### config.mk
export PLATFORM = sky130hd
export DESIGN_NAME = data_mem_initiator
export DESIGN_NICKNAME = d
export VERILOG_FILES = /design/src/rtl/data_mem_if_pkg.sv /design/src/rtl/mem_access_check.sv /design/src/rtl/data_mem_initiator.sv
export SDC_FILE = /design/constraint.sdc
export NUM_CORES = 1
export LEC_CHECK = 0
export BUFFER_PORTS_ARGS = -buffer_cell sky130_fd_sc_hd__clkbuf_2
export CORE_MARGIN = 3
export CORE_UTILIZATION = 40
export CTS_CLUSTER_SIZE = 24
export DETAILED_ROUTE_END_ITERATION = 10
export PLACE_DENSITY_LB_ADDON = 0.12
export SLEW_MARGIN = 20
export SYNTH_ARGS = -nofsm -noshare
export SYNTH_HDL_FRONTEND = slang
export SYNTH_SLANG_ARGS = --single-unit
### constraint.sdc
create_clock -name clk -period 1.9 [get_ports clk]
set_input_delay 0.38 -clock clk [delete_from_list [all_inputs] [get_ports clk]]
set_output_delay 0.38 -clock clk [all_outputs]
set_load 0.01 [all_outputs]
### src/rtl/data_mem_if_pkg.sv
// Shared definitions for the data-memory stall handshake: sign-mask encodings,
// RISC-V load/store funct3 codes, default address map and initiator state codes.
package data_mem_if_pkg;

    // Width field of the memory sign mask (bits [2:0]); bit 3 selects sign extension.
    localparam logic [2:0] MASK_BYTE = 3'b001;
    localparam logic [2:0] MASK_HALF = 3'b011;
    localparam logic [2:0] MASK_WORD = 3'b111;

    localparam logic [2:0] F3_LB  = 3'b000;
    localparam logic [2:0] F3_LH  = 3'b001;
    localparam logic [2:0] F3_LW  = 3'b010;
    localparam logic [2:0] F3_LBU = 3'b100;
    localparam logic [2:0] F3_LHU = 3'b101;

    localparam logic [31:0] DEFAULT_DMEM_BASE = 32'h0000_1000;
    localparam logic [31:0] DEFAULT_DMEM_SIZE = 32'h0000_1000;
    localparam logic [31:0] DEFAULT_LED_ADDR  = 32'h0000_2000;

    typedef enum logic [2:0] {
        ST_IDLE    = 3'd0,
        ST_ISSUE   = 3'd1,
        ST_WAIT_HI = 3'd2,
        ST_WAIT_LO = 3'd3,
        ST_DONE    = 3'd4,
        ST_FAULT   = 3'd5
    } state_e;

    // Sign mask for a legal funct3: width bits plus sign bit (~funct3[2]).
    function automatic logic [3:0] make_sign_mask(input logic [2:0] funct3,
                                                  input logic [2:0] width);
        return {~funct3[2], width};
    endfunction

endpackage

### src/rtl/mem_access_check.sv
// Combinational load/store legality check: decodes funct3 into the memory sign
// mask and flags illegal width codes, misalignment and out-of-map addresses.
module mem_access_check
    import data_mem_if_pkg::*;
#(
    parameter logic [31:0] DMEM_BASE = DEFAULT_DMEM_BASE,
    parameter logic [31:0] DMEM_SIZE = DEFAULT_DMEM_SIZE,
    parameter logic [31:0] LED_ADDR  = DEFAULT_LED_ADDR
) (
    input  logic [2:0]  funct3,
    input  logic        write,
    input  logic [31:0] addr,
    output logic [3:0]  sign_mask,
    output logic        fault
);

    logic [2:0]  width;
    logic        op_bad;
    logic        misaligned;
    logic        in_dmem;
    logic        led_store;
    logic [32:0] dmem_end;

    // One extra bit so BASE+SIZE at the top of the address space cannot wrap.
    assign dmem_end = {1'b0, DMEM_BASE} + {1'b0, DMEM_SIZE};

    always_comb begin
        width  = 3'b000;
        op_bad = 1'b0;
        case (funct3)
            F3_LB, F3_LBU: width = MASK_BYTE;
            F3_LH, F3_LHU: width = MASK_HALF;
            F3_LW:         width = MASK_WORD;
            default:       op_bad = 1'b1;
        endcase
        // Stores have no unsigned variants.
        if (write && funct3[2]) begin
            op_bad = 1'b1;
        end
    end

    assign misaligned = ((width == MASK_HALF) && addr[0]) ||
                        ((width == MASK_WORD) && (addr[1:0] != 2'b00));

    assign in_dmem   = (addr >= DMEM_BASE) && ({1'b0, addr} < dmem_end);
    assign led_store = write && (addr == LED_ADDR);

    assign fault     = op_bad | misaligned | ~(in_dmem | led_store);
    assign sign_mask = op_bad ? 4'b0000 : make_sign_mask(funct3, width);

endmodule

### src/rtl/data_mem_initiator.sv
// Processor-side initiator for the data-memory stall handshake: issues one
// strobed access per request, follows the clk_stall pulse and returns data or a fault.
module data_mem_initiator
    import data_mem_if_pkg::*;
#(
    parameter logic [31:0] DMEM_BASE = DEFAULT_DMEM_BASE,
    parameter logic [31:0] DMEM_SIZE = DEFAULT_DMEM_SIZE,
    parameter logic [31:0] LED_ADDR  = DEFAULT_LED_ADDR,
    parameter int unsigned TIMEOUT   = 16
) (
    input  logic        clk,
    input  logic        reset,

    input  logic        req_valid,
    output logic        req_ready,
    input  logic        req_write,
    input  logic [2:0]  req_funct3,
    input  logic [31:0] req_addr,
    input  logic [31:0] req_wdata,

    output logic        resp_valid,
    output logic [31:0] resp_rdata,
    output logic        resp_fault,

    output logic        mem_enable,
    output logic        mem_memread,
    output logic        mem_memwrite,
    output logic [31:0] mem_addr,
    output logic [31:0] mem_write_data,
    output logic [3:0]  mem_sign_mask,
    input  logic [31:0] mem_read_data,
    input  logic        mem_clk_stall
);

    localparam int CNT_W = (TIMEOUT > 1) ? $clog2(TIMEOUT) : 1;
    localparam logic [CNT_W-1:0] CNT_LAST = CNT_W'(TIMEOUT - 1);

    state_e             state_q, state_d;
    logic [CNT_W-1:0]   cnt_q, cnt_d;
    logic               is_load_q, is_load_d;

    logic               resp_valid_q, resp_valid_d;
    logic               resp_fault_q, resp_fault_d;
    logic [31:0]        resp_rdata_q, resp_rdata_d;

    logic               mem_enable_q, mem_enable_d;
    logic               mem_memread_q, mem_memread_d;
    logic               mem_memwrite_q, mem_memwrite_d;
    logic [31:0]        mem_addr_q, mem_addr_d;
    logic [31:0]        mem_write_data_q, mem_write_data_d;
    logic [3:0]         mem_sign_mask_q, mem_sign_mask_d;

    logic [3:0]         chk_mask;
    logic               chk_fault;
    logic               can_accept;
    logic               accept;

    mem_access_check #(
        .DMEM_BASE (DMEM_BASE),
        .DMEM_SIZE (DMEM_SIZE),
        .LED_ADDR  (LED_ADDR)
    ) u_check (
        .funct3    (req_funct3),
        .write     (req_write),
        .addr      (req_addr),
        .sign_mask (chk_mask),
        .fault     (chk_fault)
    );

    // Request handshake: a request transfers on a rising edge where req_valid and
    // req_ready are both high; req_valid must hold its fields until then. Ready is
    // withheld while the memory still shows stall, so a new strobe can never land
    // on a transaction the memory has not finished (e.g. one cut short by reset).
    assign can_accept = ((state_q == ST_IDLE) || (state_q == ST_DONE) ||
                         (state_q == ST_FAULT)) && !mem_clk_stall;
    assign req_ready  = can_accept;
    assign accept     = req_valid && can_accept;

    always_comb begin
        state_d          = state_q;
        cnt_d            = cnt_q;
        is_load_d        = is_load_q;
        resp_valid_d     = 1'b0;
        resp_fault_d     = 1'b0;
        resp_rdata_d     = resp_rdata_q;
        mem_enable_d     = 1'b1;
        mem_memread_d    = 1'b0;
        mem_memwrite_d   = 1'b0;
        mem_addr_d       = mem_addr_q;
        mem_write_data_d = mem_write_data_q;
        mem_sign_mask_d  = mem_sign_mask_q;

        case (state_q)
            ST_IDLE, ST_DONE, ST_FAULT: begin
                state_d = ST_IDLE;
                if (accept) begin
                    if (chk_fault) begin
                        state_d      = ST_FAULT;
                        resp_valid_d = 1'b1;
                        resp_fault_d = 1'b1;
                    end else begin
                        state_d          = ST_ISSUE;
                        is_load_d        = ~req_write;
                        mem_enable_d     = 1'b0;
                        mem_memread_d    = ~req_write;
                        mem_memwrite_d   = req_write;
                        mem_addr_d       = req_addr;
                        mem_write_data_d = req_wdata;
                        mem_sign_mask_d  = chk_mask;
                    end
                end
            end

            ST_ISSUE: begin
                cnt_d   = '0;
                state_d = ST_WAIT_HI;
            end

            ST_WAIT_HI: begin
                if (mem_clk_stall) begin
                    cnt_d   = '0;
                    state_d = ST_WAIT_LO;
                end else if (cnt_q == CNT_LAST) begin
                    state_d      = ST_FAULT;
                    resp_valid_d = 1'b1;
                    resp_fault_d = 1'b1;
                end else begin
                    cnt_d = cnt_q + 1'b1;
                end
            end

            ST_WAIT_LO: begin
                if (!mem_clk_stall) begin
                    state_d      = ST_DONE;
                    resp_valid_d = 1'b1;
                    if (is_load_q) begin
                        resp_rdata_d = mem_read_data;
                    end
                end else if (cnt_q == CNT_LAST) begin
                    state_d      = ST_FAULT;
                    resp_valid_d = 1'b1;
                    resp_fault_d = 1'b1;
                end else begin
                    cnt_d = cnt_q + 1'b1;
                end
            end

            default: begin
                state_d = ST_IDLE;
            end
        endcase
    end

    always_ff @(posedge clk) begin
        if (reset) begin
            state_q          <= ST_IDLE;
            cnt_q            <= '0;
            is_load_q        <= 1'b0;
            resp_valid_q     <= 1'b0;
            resp_fault_q     <= 1'b0;
            resp_rdata_q     <= '0;
            mem_enable_q     <= 1'b1;
            mem_memread_q    <= 1'b0;
            mem_memwrite_q   <= 1'b0;
            mem_addr_q       <= '0;
            mem_write_data_q <= '0;
            mem_sign_mask_q  <= '0;
        end else begin
            state_q          <= state_d;
            cnt_q            <= cnt_d;
            is_load_q        <= is_load_d;
            resp_valid_q     <= resp_valid_d;
            resp_fault_q     <= resp_fault_d;
            resp_rdata_q     <= resp_rdata_d;
            mem_enable_q     <= mem_enable_d;
            mem_memread_q    <= mem_memread_d;
            mem_memwrite_q   <= mem_memwrite_d;
            mem_addr_q       <= mem_addr_d;
            mem_write_data_q <= mem_write_data_d;
            mem_sign_mask_q  <= mem_sign_mask_d;
        end
    end

    assign resp_valid     = resp_valid_q;
    assign resp_fault     = resp_fault_q;
    assign resp_rdata     = resp_rdata_q;
    assign mem_enable     = mem_enable_q;
    assign mem_memread    = mem_memread_q;
    assign mem_memwrite   = mem_memwrite_q;
    assign mem_addr       = mem_addr_q;
    assign mem_write_data = mem_write_data_q;
    assign mem_sign_mask  = mem_sign_mask_q;

endmodule

==> metrics.md, run 1 <==
| Metric | Value |
|---|---|
| Status | `completed` |
| Largest family of logic cells by synthesized area | `simple AND/OR/NAND/NOR gates` |
| Worst Tran Pin Value | `0.4870 ns` |
| Total wire length | `10.79 mm` |
| Hold path start | `mem_read_data[25]` |
| Placed Instances | `780` |
| Final setup viols | `0` |
| R2R Path Start | `state_q[2]` |
| R2r endpoint | `mem_write_data[16]` |
| Max Fclk | `547.2 MHz` |
| Count leader, synth | `dfxtp_1` |
| Post-route setup TNS | `0 ns` |
| Full die area | `11460 µm²` |
| Synth Area in Compound Gates | `8.453%` |
| Post-Syn Area | `4085 µm²` |
| Crit-path cells | `buf_6 -> inv_2 -> a211oi_4 -> buf_2` |
| Initial Util | `41.41%` |
| Sequential share of power | `41.5%` |
| PnR worst setup slack | `0.07260 ns` |
| Net Switching | `1.182 mW` |
| Final std cells w/o fill | `812` |
| Worst-case clock buffer depth | `2` |
| Die Span X | `107.1 µm` |
| HP Class | `input port to register` |
| Vias | `3781` |
| RSZ-0062 raised after global routing | `false` |
| Logic pwr share | `4.9%` |
| Mean area per synthesized cell | `9.456 µm²` |
| Routed vias/inst | `4.656` |
| Synth Flop Type | `dfxtp_1` |
| Critical path data required time | `1.52 ns` |
| I/O pin cnt | `210` |
| TritonCTS clock tree | `built` |
| Synth-to-Final Area Change | `49.65%` |
| Max-slew violations | `0` |
| Synth Area in XOR/XNOR | `0.4288%` |
| Internal power | `4.572 mW` |
| TritonCTS Buffers | `17` |
| Post-synth EDFFs | `0` |
| Yosys warnings | `0` |
| Share of total power in the clock network | `53.6%` |
| Leak | `2.699 nW` |
| Fin nets | `772` |
| Signal arrival time at the worst endpoint | `1.45 ns` |
| Hold Path Stages | `3` |
| WS Path Type | `register to output pin` |
| Cts-stage hold buffer count | `0` |
| Synthesized Nets | `537` |
| Top cells by area, synth | `dfxtp_1 55%, mux2i_1 12%, nand2_1 6.4%` |
| Final worst path period need | `1.827 ns` |
| Core area | `9864 µm²` |
| R2r setup slk | `0.23 ns` |
| DIE HEIGHT | `107.1 µm` |
| Per-cell routed wire length | `13.29 µm` |
| Total GRT Usage | `19.05%` |
| Largest net degree at the start of global routing | `43` |
| Sw Share | `20.55%` |
| CTS Sinks | `113` |
| Worst-case reg-to-reg path depth | `7` |
| Clock Pin Slew Worst Setup and Hold Paths | `0.05 ns` |
| Filler instances | `882` |
| Vias in the first global route | `3681` |
| Final core occ | `61.97%` |
| DP HPWL | `7.978 mm` |
| Post-synth top cells | `113 x dfxtp_1, 70 x nand2_1, 60 x nor2_1, 50 x mux2i_1, 39 x a21oi_1` |
| Port Buf Inserts | `209` |
| Post-synthesis mux area share | `12.25%` |
| Detailed Routing Iterations Pass 1 | `4` |
| Worst Hold End | `resp_rdata[25]` |
| Total power draw | `5.754 mW` |
| Clock network latency to the later pin of the worst-skew pair | `0.50 ns` |
| Power per cell area | `941.2 nW/µm²` |
| Max Clock Skew | `0.008032 ns` |
| Library cells used by synthesis | `34` |
| Placement row count | `36` |
| Cells after synthesis | `432` |
| Max VDD drop | `0.0004942 V` |
| Final Hold Vio Count | `0` |
| CP Launch Type | `register` |
| # H-tree levels | `4` |
| Area leader, netlist | `dfxtp_1` |
| Yosys top cell area share | `55.38%` |
| Slew HR | `67.50%` |
| Synth Area in Simple Gates | `19.05%` |
| Critical Path Fanout Max | `7` |
| Share of cells above drive strength 1 | `41.83%` |
| Crit. End Element | `output pin` |
| Synth Register Bits | `113` |
| Worst path slowest cell | `dfxtp_2` |
| Final ANT Viol Nets | `0` |
| Grt ovf | `0` |
| Initial antenna violation count | `0` |
| Maxcap violations | `0` |
| Post-synthesis sequential area ratio | `55.38%` |
| First DRT Iteration DRCs | `188` |
| Remaining routing DRC violations | `0` |
| First-pass GRT wire length | `17.61 mm` |
| Setup slack at placement | `-0.3523 ns` |
| Max stage delay on crit path | `0.34 ns` |
| Area share of fa/ha/maj cells after synthesis | `0.3063%` |
| CTS root buffer | `clkbuf_8` |
| ANT cells | `0` |
| Gpl congestion | `0.8222` |
| Asr flop ratio synth | `0%` |
| Fin crit share | `96.18%` |
## layout make-up
cell class                      count  area (µm²)  share of cell area, %
Clock buffer                       20       445.4                  7.286
Sequential cell                   113        2263                  37.02
Timing Repair Buffer              243        1380                  22.57
Clock inverter                     11       137.6                  2.251
Inverter                            6       22.52                 0.3684
Tap cell                          133       166.4                  2.722
Multi-Input combinational cell    286        1698                  27.77
## cell families after synthesis
kind of cell / Yosys count
fa+ha+maj: 1
flops: 113
mux: 50
simple gates: 176
compound gates: 57
buf+inv: 33
xor+xnor: 2
## sequential cells by signal (all words and copies together) (netlist names)
register and cells:
mem_enable 1, cnt_q 4, mem_memwrite 1, state_q 3
mem_addr 32, mem_write_data 32, is_load_q 1, resp_fault 1
resp_rdata 32, mem_memread 1, mem_sign_mask 4, resp_valid 1
## cell usage in the layout (no fill, tap or decap), drive strengths merged
| master | Yosys | layout |
|---|---|---|
| mux2i | 50 | 50 |
| and4bb | 1 | 1 |
| ha | 1 | 1 |
| nand3 | 3 | 3 |
| clkinvlp | 0 | 3 |
| a211o | 1 | 1 |
| nor2b | 1 | 1 |
| a31o | 1 | 1 |
| nand4 | 4 | 4 |
| buf | 9 | 36 |
| or3 | 1 | 1 |
| nor3 | 4 | 4 |
| nand2b | 1 | 1 |
| and4 | 1 | 1 |
| a21oi | 39 | 39 |
| dfxtp | 113 | 113 |
| clkbuf | 18 | 227 |
| a2111oi | 1 | 1 |
| clkinv | 0 | 5 |
| inv | 6 | 6 |
| o21ai | 4 | 4 |
| a21o | 1 | 1 |
| o2111ai | 1 | 1 |
| nor4 | 6 | 6 |
| nand3b | 2 | 2 |
| and2 | 19 | 19 |
| and3 | 2 | 2 |
| xnor2 | 2 | 2 |
| nor2 | 61 | 61 |
| nand2 | 70 | 70 |
| a211oi | 8 | 8 |
| bufinv | 0 | 3 |
| o41ai | 1 | 1 |
## per-layer routing
layer	track usage, %	share of wire, %	wire length, µm
met1	23.04	43	4670
met2	31.46	48	5160
met3	6.803	8.2	882
met4	6.301	0.73	79
met5	0	0	0
## power groups by stage
stage	logic, mW	clock network, mW	registers [mW]
floorplan	0.0946	0	2.44
global placement	0.267	0	2.44
detailed placement	0.272	0	2.44
CTS	0.277	3.15	2.39
global route	0.315	3.26	2.39
finish	0.284	3.08	2.39
## what timing repair did
item / 4_1_cts / 5_1_grt
resized for setup: 1 / 8
pin swaps: 0 / 2
setup buffers: 0 / 1
hold endpoints to repair: 0 / 0
setup endpoints to repair: 1 / 49
## stage by stage
| step | area (µm²) | hold slack (ns) |
|---|---|---|
| floorplan | 4085 | 0.4524 |
| detailed placement | 5487 | 0.4462 |
| CTS | 6075 | 0.07622 |
| global route | 6113 | 0.08040 |
| finish | 6113 | 0.1026 |
| global placement | 5487 | 0.4405 |
## worst max-delay path, delay by kind of cell, from the launching register on
family                 cells  cell delay (ns)
AO/OA/AOI/OAI              1             0.26
buffers and inverters      3             0.35
flip-flops                 1             0.34
## worst max path at each step
stage	start	end	slack, ns	depth (start not counted)
2_1_floorplan	req_funct3[0]	mem_write_data[13]	0.05	8
3_3_place_gp	req_addr[17]	mem_write_data[1]	-0.23	8
3_5_place_dp	req_addr[21]	mem_write_data[16]	-0.35	8
4_1_cts	state_q[1]	mem_write_data[7]	0.02	7
5_1_grt	state_q[2]	req_ready	0.01	4
6_report	state_q[2]	req_ready	0.07	4
No activity file was read; power rests on OpenSTA's default activity.
==> run 2, diff against run 1 <==
- CORE_UTILIZATION: 40 -> 41
- SLEW_MARGIN: 20 -> unset
==> run 2 against run 1 <==
Routed wire length down 3.1%. Worst setup slack better by 0.017 ns. Sequential power about the same. Utilization up 2.4 points. Critical path depth unchanged. Die area down 2.3%. Non-clock buffer count up 1. Clock power up 6%.
==> metrics.md, run 2 (synthesis results as in run 1) <==
| Metric | Value |
|---|---|
| Grt met2 use | `31.19% (-0.26 points)` |
| PnR worst setup slack | `0.08958 ns (+0.01698 ns)` |
| Initial antenna violation count | `0 (unchanged)` |
| Placed inst area | `5451 µm² (-0.64%)` |
| Leak | `2.709 nW (+0.38%)` |
| TritonCTS clock tree | `built` |
| Largest net degree at the start of global routing | `33 (-23%)` |
| Status | `completed` |
| Commonest cells after routing, fill and taps aside | `207 x clkbuf_2, 112 x dfxtp_1, 70 x nand2_1` |
| Critical path data required time | `1.52 ns (about the same)` |
| Power per cell area | `969.8 nW/µm² (+3.0%)` |
| Post-route setup TNS | `0 ns (unchanged)` |
| Full die area | `11200 µm² (-2.3%)` |
| DP HPWL | `7.800 mm (-2.2%)` |
| Crit. End Element | `output pin` |
| CP Launch Type | `register` |
| Worst Hold End | `resp_rdata[10]` |
| Core area | `9459 µm² (-4.1%)` |
| Placement row count | `35 (-2.8%)` |
| Synth-to-Final Area Change | `49.16%` |
| Critical Path Fanout Max | `7 (unchanged)` |
| Max Fclk | `552.4 MHz (+0.94%)` |
| Gpl congestion | `0.7953 (-3.3%)` |
| Detailed Routing Iterations Pass 1 | `6 (+2)` |
| Cts-stage hold buffer count | `0 (unchanged)` |
| Clock network latency to the later pin of the worst-skew pair | `0.49 ns (about the same)` |
| Total GRT Usage | `18.81% (-0.24 points)` |
| DIE HEIGHT | `105.8 µm (-1.2%)` |
| Worst-case reg-to-reg path depth | `7 (unchanged)` |
| Setup slack at placement | `-0.3840 ns (-0.03173 ns)` |
| Hold Path Stages | `3 (unchanged)` |
| HP Class | `input port to register` |
| Vias in the first global route | `3699 (+0.49%)` |
| Share of cells above drive strength 1 | `41.68% (-0.15 points)` |
| Per-cell routed wire length | `12.94 µm (-2.6%)` |
| RSZ-0062 raised after global routing | `false` |
| Remaining routing DRC violations | `0 (unchanged)` |
| Total wire length | `10.46 mm (-3.1%)` |
| Max Clock Skew | `0.007654 ns (-0.0003777 ns)` |
| Initial Util | `43.19% (+1.8 points)` |
| ANT cells | `0 (unchanged)` |
| Final worst path period need | `1.810 ns (-0.01698 ns)` |
| Grt ovf | `0 (unchanged)` |
| Hold path start | `mem_read_data[10]` |
| Gr busiest metal | `met2` |
| Maxcap violations | `0 (unchanged)` |
| CTS root buffer | `clkbuf_8` |
| Commonest non-fill, non-tap cell in the layout | `clkbuf_2` |
| TritonCTS Buffers | `17 (unchanged)` |
| Vias | `3811 (+0.79%)` |
| WS Path Type | `register to output pin` |
| Die Span X | `105.8 µm (-1.2%)` |
| Routed vias/inst | `4.717 (+1.3%)` |
| Final setup viols | `0 (unchanged)` |
| First-pass GRT wire length | `17.08 mm (-3.0%)` |
| Signal arrival time at the worst endpoint | `1.43 ns (-0.02 ns)` |
| # H-tree levels | `4 (unchanged)` |
| GR Util met3 | `6.246% (-0.56 points)` |
| I/O pin cnt | `210 (unchanged)` |
| First DRT Iteration DRCs | `111 (-41%)` |
| Max VDD drop | `0.0007244 V (+47%)` |
| Final instance area | `6093 µm² (-0.33%)` |
| Filler instances | `803 (-9.0%)` |
| Port Buf Inserts | `209 (unchanged)` |
| Final core occ | `64.42% (+2.4 points)` |
| R2R Path Start | `state_q[0]` |
| Worst-case clock buffer depth | `2 (unchanged)` |
| Final Hold Vio Count | `0 (unchanged)` |
| Slew HR | `69.22% (+1.7 points)` |
| Max-slew violations | `0 (unchanged)` |
| R2r setup slk | `0.20 ns (-0.03 ns)` |
| Clock Pin Slew Worst Setup and Hold Paths | `0.06 ns (about the same)` |
| Final ANT Viol Nets | `0 (unchanged)` |
| Worst Setup SP | `state_q[2]` |
| Met1 GRT Util | `22.07% (-0.97 points)` |
| CTS Sinks | `113 (unchanged)` |
| Fin crit share | `95.29% (-0.89 points)` |
| Worst Tran Pin Value | `0.4567 ns (-0.03036 ns)` |
| Fin nets | `773 (+0.13%)` |
| R2r endpoint | `mem_addr[19]` |
-- run 2: cell types whose count changed in the layout (fill, tap and decap cells not counted), sizes merged --
cell and delta:
clkinvlp -1, buf +1, clkinv -1, bufinv +1
-- run 2: worst max-delay path by stage --
stage                    endpoint  cells after the start
2_1_floorplan  mem_write_data[13]                      8
3_3_place_gp          mem_addr[6]                      7
4_1_cts               mem_addr[6]                      6
5_1_grt                 req_ready                      4
3_5_place_dp          mem_addr[7]                      7
6_report                req_ready                      4
-- run 2: per-stage QoR --
stage          power, mW  std cells  hold WS, ns
5_1_grt            6.134        808      0.07352
3_5_place_dp       2.706        777       0.4441
4_1_cts            5.982        807      0.07355
6_report           5.909        808       0.1004
3_3_place_gp       2.701        777       0.4411
2_1_floorplan      2.532        432       0.4524
-- run 2: layout make-up --
class                           count  area [µm²]  area share, %
Sequential cell                   113        2263          37.15
Clock buffer                       20       455.4          7.474
Timing Repair Buffer              244        1354          22.22
Inverter                            6       22.52         0.3696
Multi-Input combinational cell    286        1678          27.54
Clock inverter                     10       158.9          2.608
Tap cell                          129       161.4          2.649
-- run 2: worst max-delay path, cell delays in order (launching register included) --
cell and delay [ns]:
dfxtp_2 0.33, buf_6 0.12, inv_2 0.05, a211oi_2 0.26, buf_2 0.18
-- run 2: routing by layer --
metal  vias to the layer above  share of wire (%)  routed length, µm
met5                         -                  0                  0
met4                         0                2.2                235
met3                        23                7.2                749
met2                       140                 48               5069
met1                      1722                 42               4404
li1                       1926                  -                  -
-- run 2: report_power, final --
| part | switching (mW) | total [mW] | leakage (nW) | internal (mW) |
|---|---|---|---|---|
| registers | 0.00532 | 2.39 | 0.911 | 2.38 |
| clock network | 1.04 | 3.25 | 0.299 | 2.21 |
| logic | 0.132 | 0.274 | 1.50 | 0.143 |
-- run 2: what timing repair did --
action / 4_1_cts / 5_1_grt
pin swaps: 0 / 3
gates resized for setup: 1 / 6
setup endpoints to repair: 1 / 35
buffers inserted: 0 / 1
==> run 3, diff against run 2 <==
==> constraint.sdc (replaced) <==
create_clock -name clk -period 1.9 [get_ports clk]
set_input_delay 0.475 -clock clk [delete_from_list [all_inputs] [get_ports clk]]
set_output_delay 0.475 -clock clk [all_outputs]
set_load 0.01 [all_outputs]
==> run 3 against run 2 <==
Clock power fell by 3%. Largest power group unchanged. Power decreased by 1.2%. Sequential share of layout area fell by 0.57 points. Worst setup slack worse by 0.013 ns. Cell area up 1.6%. Clock skew up 0.0031 ns. Cell count rose by 0.87%. Highest routed layer unchanged.
==> metrics.md, run 3 (synthesis results as in run 1) <==
| Metric | Value |
|---|---|
| Max Fclk | `548.5 MHz (-0.69%)` |
| Die Span X | `105.8 µm (unchanged)` |
| Fin nets | `779 (+0.78%)` |
| Final core occ | `65.45% (+1.0 points)` |
| Commonest cells after routing, fill and taps aside | `207 x clkbuf_2, 111 x dfxtp_1, 70 x nand2_1` |
| Critical path data required time | `1.42 ns (-0.10 ns)` |
| Placement row count | `35 (unchanged)` |
| Full die area | `11200 µm² (unchanged)` |
| Final setup viols | `0 (unchanged)` |
| Remaining routing DRC violations | `0 (unchanged)` |
| Routed vias/inst | `4.677 (-0.83%)` |
| Total wire length | `10.75 mm (+2.7%)` |
| Maxcap violations | `0 (unchanged)` |
| Worst-case clock buffer depth | `2 (unchanged)` |
| CP Launch Type | `register` |
| First DRT Iteration DRCs | `149 (+34%)` |
| Signal arrival time at the worst endpoint | `1.35 ns (-0.08 ns)` |
| DIE HEIGHT | `105.8 µm (unchanged)` |
| Max stage delay on crit path | `0.34 ns (about the same)` |
| Crit-path cells | `buf_6 -> inv_4 -> a211oi_4 -> buf_2` |
| Clock network latency to the later pin of the worst-skew pair | `0.51 ns (+0.02 ns)` |
| Placed Instances | `780 (+0.39%)` |
| Fin Hold WS | `0.1767 ns (+0.07631 ns)` |
| Worst path slowest cell | `dfxtp_2` |
| Detailed Routing Iterations Pass 1 | `4 (-2)` |
| Initial Util | `43.19% (unchanged)` |
| Cts-stage hold buffer count | `0 (unchanged)` |
| Max-slew violations | `0 (unchanged)` |
| Grt ovf | `0 (unchanged)` |
| Initial antenna violation count | `0 (unchanged)` |
| Worst Tran Pin Value | `0.4846 ns (+0.02789 ns)` |
| Crit. End Element | `output pin` |
| ANT cells | `0 (unchanged)` |
| Critical Path Fanout Max | `2 (-5)` |
| Per-cell routed wire length | `13.18 µm (+1.9%)` |
| CTS Sinks | `113 (unchanged)` |
| Total GRT Usage | `19.69% (+0.88 points)` |
| Final std cells w/o fill | `815 (+0.87%)` |
| PnR worst setup slack | `0.07699 ns (-0.01259 ns)` |
| Final worst path period need | `1.823 ns (+0.01259 ns)` |
| HP Class | `input port to register` |
| TritonCTS clock tree | `built` |
| Fin crit share | `95.95% (+0.66 points)` |
| Delay-heaviest family, CP | `flip-flops` |
| Core area | `9459 µm² (unchanged)` |
| Gpl congestion | `0.7440 (-6.5%)` |
| Power per cell area | `943.3 nW/µm² (-2.7%)` |
| Largest net degree at the start of global routing | `48 (+45%)` |
| Commonest non-fill, non-tap cell in the layout | `clkbuf_2` |
| Vias in the first global route | `3766 (+1.8%)` |
| Port Buf Inserts | `209 (unchanged)` |
| Buf/Inv on CP | `3 (unchanged)` |
| DP HPWL | `8.061 mm (+3.3%)` |
| Status | `completed` |
| Max VDD drop | `0.0005713 V (-21%)` |
| Clock Pin Slew Worst Setup and Hold Paths | `0.06 ns (about the same)` |
| Leak | `2.750 nW (+1.5%)` |
| Final ANT Viol Nets | `0 (unchanged)` |
| Final Hold Vio Count | `0 (unchanged)` |
| First-pass GRT wire length | `17.53 mm (+2.6%)` |
| TritonCTS Buffers | `17 (unchanged)` |
| WS Path Type | `register to output pin` |
| Synth-to-Final Area Change | `51.55%` |
| I/O pin cnt | `210 (unchanged)` |
| Vias | `3812 (+0.026%)` |
| CTS root buffer | `clkbuf_8` |
| Max Clock Skew | `0.01071 ns (+0.003052 ns)` |
| Slew HR | `67.66% (-1.6 points)` |
| # H-tree levels | `4 (unchanged)` |
| Setup slack at placement | `-0.4021 ns (-0.01803 ns)` |
| Share of cells above drive strength 1 | `42.71% (+1.0 points)` |
## run 3: cell count changes in the layout (fill, tap and decap cells not counted), moves of 2 or more
cell      change
buf_4         +3
clkinv_4      +5
buf_12        +3
clkbuf_8      -3
clkinv_2      -2
inv_6         +2
## run 3: what timing repair did
action	4_1_cts	5_1_grt
pin swaps	1	3
endpoints found under the setup margin	1	27
endpoints found under the hold margin	0	0
setup buffers	3	1
resized for setup	5	4
## run 3: final cells by class
cell class              count  area [µm²]
fillers                   813        3268
flip-flops and latches    113        2265
multi-input cells         286        1705
repair buffers            250        1436
clock buffers              17       414.1
clock inverters            14       183.9
well taps                 129       161.4
inverters                   6       25.02
## run 3: routing by layer
layer / routed length [µm] / global-route usage [%] / up-vias
met3: 863 / 7.900 / 20
met2: 5372 / 33.61 / 132
met1: 4309 / 21.84 / 1726
met5: 0 / 0 / -
met4: 200 / 7.863 / 0
li1: - / - / 1934
## run 3: tightest hold or removal path, cell delays in order
cell and delay (ns):
clkbuf_2 0.08, nand2_1 0.04, a21oi_1 0.05
## run 3: final timing paths
path	from	endpoint	slack, ns	depth (start not counted)
setup / recovery	state_q[2]	req_ready	0.08	4
hold / removal	mem_read_data[16]	resp_rdata[16]	0.18	3
setup reg to reg	state_q[1]	mem_write_data[5]	0.16	7
hold reg to reg	resp_rdata[18]	resp_rdata[18]	0.45	2
## run 3: power by group
| part | internal, mW | switching (mW) | leakage [nW] |
|---|---|---|---|
| Combinational | 0.153 | 0.139 | 1.55 |
| Sequential | 2.38 | 0.00576 | 0.911 |
| Clock | 2.01 | 1.15 | 0.291 |
## run 3: through the flow
stage / setup TNS [ns] / instance area (µm²) / total power, mW
after floorplan: -1.384 / 4140 / 2.535
after global placement: -23.13 / 5538 / 2.707
after detailed placement: -22.49 / 5538 / 2.713
after CTS: -0.005385 / 6171 / 5.907
after global routing: -0.0001333 / 6191 / 6.066
final: 0 / 6191 / 5.840
